File: src/rtl/dsram_arbiter.sv
// dsram_arbiter
// Shares one single-port data SRAM between the execute stage (es) and a
// DMA/debug requester. Grants are combinational so a lone requester sees
// no added latency. es normally wins, but a DMA request that has been
// denied STARVE_LIMIT cycles in a row takes priority. Read data is routed
// back to whichever side owned the read one cycle earlier.
module dsram_arbiter #(
    parameter int STARVE_LIMIT = 4
) (
    input  logic        clk,
    input  logic        resetn,

    input  logic        es_req,
    input  logic [3:0]  es_wen,
    input  logic [31:0] es_addr,
    input  logic [31:0] es_wdata,
    output logic        es_gnt,
    output logic        es_rvalid,
    output logic [31:0] es_rdata,

    input  logic        dma_req,
    input  logic [3:0]  dma_wen,
    input  logic [31:0] dma_addr,
    input  logic [31:0] dma_wdata,
    output logic        dma_gnt,
    output logic        dma_rvalid,
    output logic [31:0] dma_rdata,

    output logic        data_sram_en,
    output logic [3:0]  data_sram_wen,
    output logic [31:0] data_sram_addr,
    output logic [31:0] data_sram_wdata,
    input  logic [31:0] data_sram_rdata
);

    // A limit of 0 still needs a 1-bit counter to stay a legal vector.
    localparam int CNT_W = (STARVE_LIMIT < 1) ? 1 : $clog2(STARVE_LIMIT + 1);
    localparam logic [CNT_W-1:0] CNT_MAX = CNT_W'(STARVE_LIMIT);

    typedef enum logic {
        OWNER_ES  = 1'b0,
        OWNER_DMA = 1'b1
    } owner_t;

    logic [CNT_W-1:0] starve_cnt;
    logic             starved;
    logic             rd_pend;
    owner_t           rd_owner;
    logic             rd_grant;

    // Saturating increment: holds at CNT_MAX instead of wrapping.
    function automatic logic [CNT_W-1:0] sat_inc(input logic [CNT_W-1:0] v);
        if (v >= CNT_MAX) begin
            return CNT_MAX;
        end
        return v + 1'b1;
    endfunction

    assign starved = (starve_cnt == CNT_MAX);

    // Grant selection: es first unless DMA has been starved; nothing while in reset.
    always_comb begin
        es_gnt  = 1'b0;
        dma_gnt = 1'b0;
        if (resetn) begin
            if (dma_req && (starved || !es_req)) begin
                dma_gnt = 1'b1;
            end else if (es_req) begin
                es_gnt = 1'b1;
            end
        end
    end

    // SRAM port mux: winner's payload on a grant, all zero when idle.
    always_comb begin
        data_sram_en    = 1'b0;
        data_sram_wen   = 4'b0000;
        data_sram_addr  = 32'h0;
        data_sram_wdata = 32'h0;
        if (es_gnt) begin
            data_sram_en    = 1'b1;
            data_sram_wen   = es_wen;
            data_sram_addr  = es_addr;
            data_sram_wdata = es_wdata;
        end else if (dma_gnt) begin
            data_sram_en    = 1'b1;
            data_sram_wen   = dma_wen;
            data_sram_addr  = dma_addr;
            data_sram_wdata = dma_wdata;
        end
    end

    assign rd_grant = data_sram_en && (data_sram_wen == 4'b0000);

    // Count consecutive denied DMA cycles; any DMA grant or idle DMA clears it.
    always_ff @(posedge clk or negedge resetn) begin
        if (!resetn) begin
            starve_cnt <= '0;
        end else if (dma_req && !dma_gnt) begin
            starve_cnt <= sat_inc(starve_cnt);
        end else begin
            starve_cnt <= '0;
        end
    end

    // Remember whether a read was issued this cycle and who issued it.
    always_ff @(posedge clk or negedge resetn) begin
        if (!resetn) begin
            rd_pend  <= 1'b0;
            rd_owner <= OWNER_ES;
        end else begin
            rd_pend <= rd_grant;
            if (rd_grant) begin
                rd_owner <= dma_gnt ? OWNER_DMA : OWNER_ES;
            end
        end
    end

    // Steer the SRAM return to its owner; rdata is forced to 0 without rvalid.
    always_comb begin
        es_rvalid  = rd_pend && (rd_owner == OWNER_ES);
        dma_rvalid = rd_pend && (rd_owner == OWNER_DMA);
        es_rdata   = es_rvalid  ? data_sram_rdata : 32'h0;
        dma_rdata  = dma_rvalid ? data_sram_rdata : 32'h0;
    end

endmodule

File: config.mk
export PLATFORM = sky130hd
export DESIGN_NAME = dsram_arbiter
export DESIGN_NICKNAME = d
export VERILOG_FILES = /design/src/rtl/dsram_arbiter.sv
export SDC_FILE = /design/constraint.sdc
export NUM_CORES = 1
export LEC_CHECK = 0
export ABC_AREA = 1
export CAP_MARGIN = 20
export CORE_AREA = 2 2 120 122
export DETAILED_ROUTE_END_ITERATION = 8
export DIE_AREA = 0 0 122 124
export PLACE_DENSITY_LB_ADDON = 0.05
export REMOVE_ABC_BUFFERS = 1
export SYNTH_ARGS = -nofsm -noshare
export SYNTH_HDL_FRONTEND = slang
export SYNTH_SLANG_ARGS = --single-unit
File: constraint.sdc
create_clock -name clk -period 1.95 [get_ports clk]
set_clock_uncertainty 0.1 [all_clocks]
set_input_delay 0.4875 -clock clk [delete_from_list [all_inputs] [get_ports clk]]
set_output_delay 0.4875 -clock clk [all_outputs]
set_load 0.05 [all_outputs]
==> impl_results.md <==
- Skew-Pair Late Insertion Delay: 0.23 ns
- Clk sinks: 5
- Adder-cell share of the synthesized area: 0.0175
- Vias in the first global route: 3118
- Int Pwr: 1.47 mW
- # setup viols final: 70
- TritonCTS clock tree: done
- Met1 wire length: 5.09 mm
- H-tree levels: 1
- CTS Hold Bufs: 0
- Compound-gate portion of the synthesized area: 0.398
- Worst-Margin Slew: 0.273 ns
- Largest net degree at the start of global routing: 34
- Sw Share: 0.427
- Highest Signal Layer: met4
- Met3 wire len: 2.09 mm
- Worst Setup SP: starve_cnt[1]
- Commonest cells after routing, fill and taps aside: 168 x clkdlybuf4s50_1, 140 x buf_12, 38 x a22o_4, 36 x inv_1, 35 x nor2_2
- Netlist Area Pre-Place: 1430 µm²
- Fmax: 429 MHz
- Commonest non-fill, non-tap cell in the layout: clkdlybuf4s50_1
- Layout area overhead: 408%
- Synth cell types: 19
- Initial antenna violation count: 1
- Initial DRC Count: 88
- Met2 wire length: 8.81 mm
- I/O pins: 309
- Unrepaired setup endpoints after global routing: yes
- Pins Over Slew Limit: 0
- Min Tclk post-route: 2.33 ns
- WP data required: 1.36 ns
- DR DRC count: 0
- Post-Synthesis Cells: 230
- Violated checks: setup timing
- Combinational power share: 0.822
- Num CTS Buffers: 3
- Share of cells above drive strength 1: 0.536
- Starting density of the core: 0.104
- Final HPWL DP: 12.7 mm
- CTS max path bufs: 2
- Port Buffer Count: 308
- First-pass iteration count of the detailed router: 4
- Mux cell area share after synthesis: 0
- Simple-Gate Fraction of Synth Area: 0.286
- CP Launch Type: register
- WL/cell: 22.1 µm
- Vias: 3070
- Root Driver: clkbuf_16
- Synth area leader: a22o_1
- Critical path peak fanout: 9
- GR Util All Layers: 0.183
- Max-Slew Margin vs Limit: 0.818
- Clock Pin Slew Worst Setup and Hold Paths: 0.03 ns
- Sequential share of power: 0.047
- Height of the chip: 124 µm
- Overall power: 2.57 mW
- Main combinational cell family by area after synthesis: compound AO/OA/AOI/OAI gates
- Static leakage: 3.08 nW
- First-pass GRT wire length: 20.4 mm
- Worst EP arrival: 1.74 ns
- Top cell type's share of synthesized area: 0.392
- Via-per-instance ratio: 4.18
- Post-route ant nets: 0
- Core ar.: 13700 µm²
- Synthesized area per cell: 6.21 µm²
- Synth Warn #: 0
- Maximum VDD drop: 193 µV
- Area of placed instances: 6170 µm²
- Die area: 15100 µm²
- WL final: 16.2 mm
- Max-Cap Viols: 0
- Placer Congestion: 0.748
- PwrDens: 354 nW/µm²
- Register area share after synthesis: 0.0876
- Start of the worst register-to-register path: starve_cnt[1]
- Status: complete, but fails checks
- Gr ovfl total: 0
- Net Switching: 1.10 mW
- Final hold vios: 0
- Die width: 122 µm
- Synth Area in XOR/XNOR: 0
- Area contributors post-synth: a22o_1 39%, nor2_1 18%, inv_1 10%
- Register bit count reported by yosys: 5
- Setup slack after layout: -0.380 ns
- CP Class: reg2out
- Finished Cell Area: 7260 µm²
- Clock power share: 0.131
- Placement Rows: 43
- Critical path endpoint category: output pin
- Class of the worst hold path: in2async
- Final period util: 1.19
- Nets: 729
power by group through the flow:
| stage | registers (mW) | clock network (mW) | logic, mW |
|---|---|---|---|
| global route | 0.122 | 0.352 | 2.19 |
| finish | 0.121 | 0.337 | 2.11 |
| detailed placement | 0.122 | 0 | 1.85 |
| global placement | 0.121 | 0 | 1.85 |
| CTS | 0.120 | 0.341 | 1.94 |
| floorplan | 0.121 | 0 | 0.708 |
state kept, by name (all words and copies together) (netlist names):
signal	flops
starve_cnt	3
rd_pend	1
rd_owner	1
synth_stat cells, drive strengths merged:
cell / count
a22o: 64
buf: 15
clkbuf: 6
dfrtp: 5
ha: 2
inv: 41
nand2: 14
nand3: 7
nand4: 4
nor2: 69
nor3: 1
nor3b: 1
o21a: 1
final timing paths:
| check | end | slack, ns | depth (start not counted) |
|---|---|---|---|
| setup / recovery | data_sram_wdata[1] | -0.38 | 10 |
| hold / removal | starve_cnt[0] | 0.33 | 2 |
| setup reg to reg | rd_owner | 0.12 | 14 |
| hold reg to reg | rd_owner | 0.42 | 2 |
| max in group asynchronous | rd_pend | 1.31 | 2 |
| min in group clk | rd_owner | 0.42 | 2 |
cell type report:
class	instances	area [µm²]
well taps	180	225
inverters	41	174
fillers	1197	6460
diodes	1	2.50
flip-flops and latches	5	125
clock buffers	4	78.8
repair buffers	341	4940
multi-input cells	163	1710
through the flow:
| step | setup slack (ns) | hold WS (ns) | setup TNS (ns) | cells | utilization |
|---|---|---|---|---|---|
| after floorplan | -1.08 | 0.0919 | -87.74 | 209 | - |
| after CTS | -0.429 | 0.336 | -26.33 | 726 | 0.479 |
| after global routing | -0.452 | 0.345 | -29.38 | 735 | 0.529 |
| after global placement | -0.645 | 0.387 | -38.62 | 717 | 0.450 |
| final | -0.380 | 0.332 | -23.96 | 735 | 0.529 |
| after detailed placement | -0.626 | 0.394 | -39.49 | 717 | 0.450 |
metal layers:
metal / global-route usage / up-vias
met1: 0.184 / 1413
met3: 0.0893 / 17
li1: - / 1433
met4: 0.0338 / 0
met5: 0 / -
met2: 0.346 / 207
kinds of logic (layout without fill, tap and decap cells):
group,count (synthesis),in the layout
AOI/OAI and AO/OA,65,65
and+or+nand+nor,96,96
buffers and inverters,62,386
adders and majority gates,2,2
other,0,1
DFF,5,5
timing repair:
item                                    in CTS  in global routing
gates cloned                                 4                  5
pin swaps                                    2                 23
endpoints found under the setup margin     108                128
buffers inserted                             2                  4
resized for setup                           74                 98
critical path: stages, from the launching register on:
cell     delay, ns
dfrtp_1       0.37
inv_1         0.10
ha_4          0.14
nand2_4       0.05
nand2_4       0.08
nand2_4       0.06
nand2_4       0.08
inv_8         0.07
buf_16        0.16
a22o_4        0.24
buf_12        0.15
No activity file was read; power rests on OpenSTA's default activity.
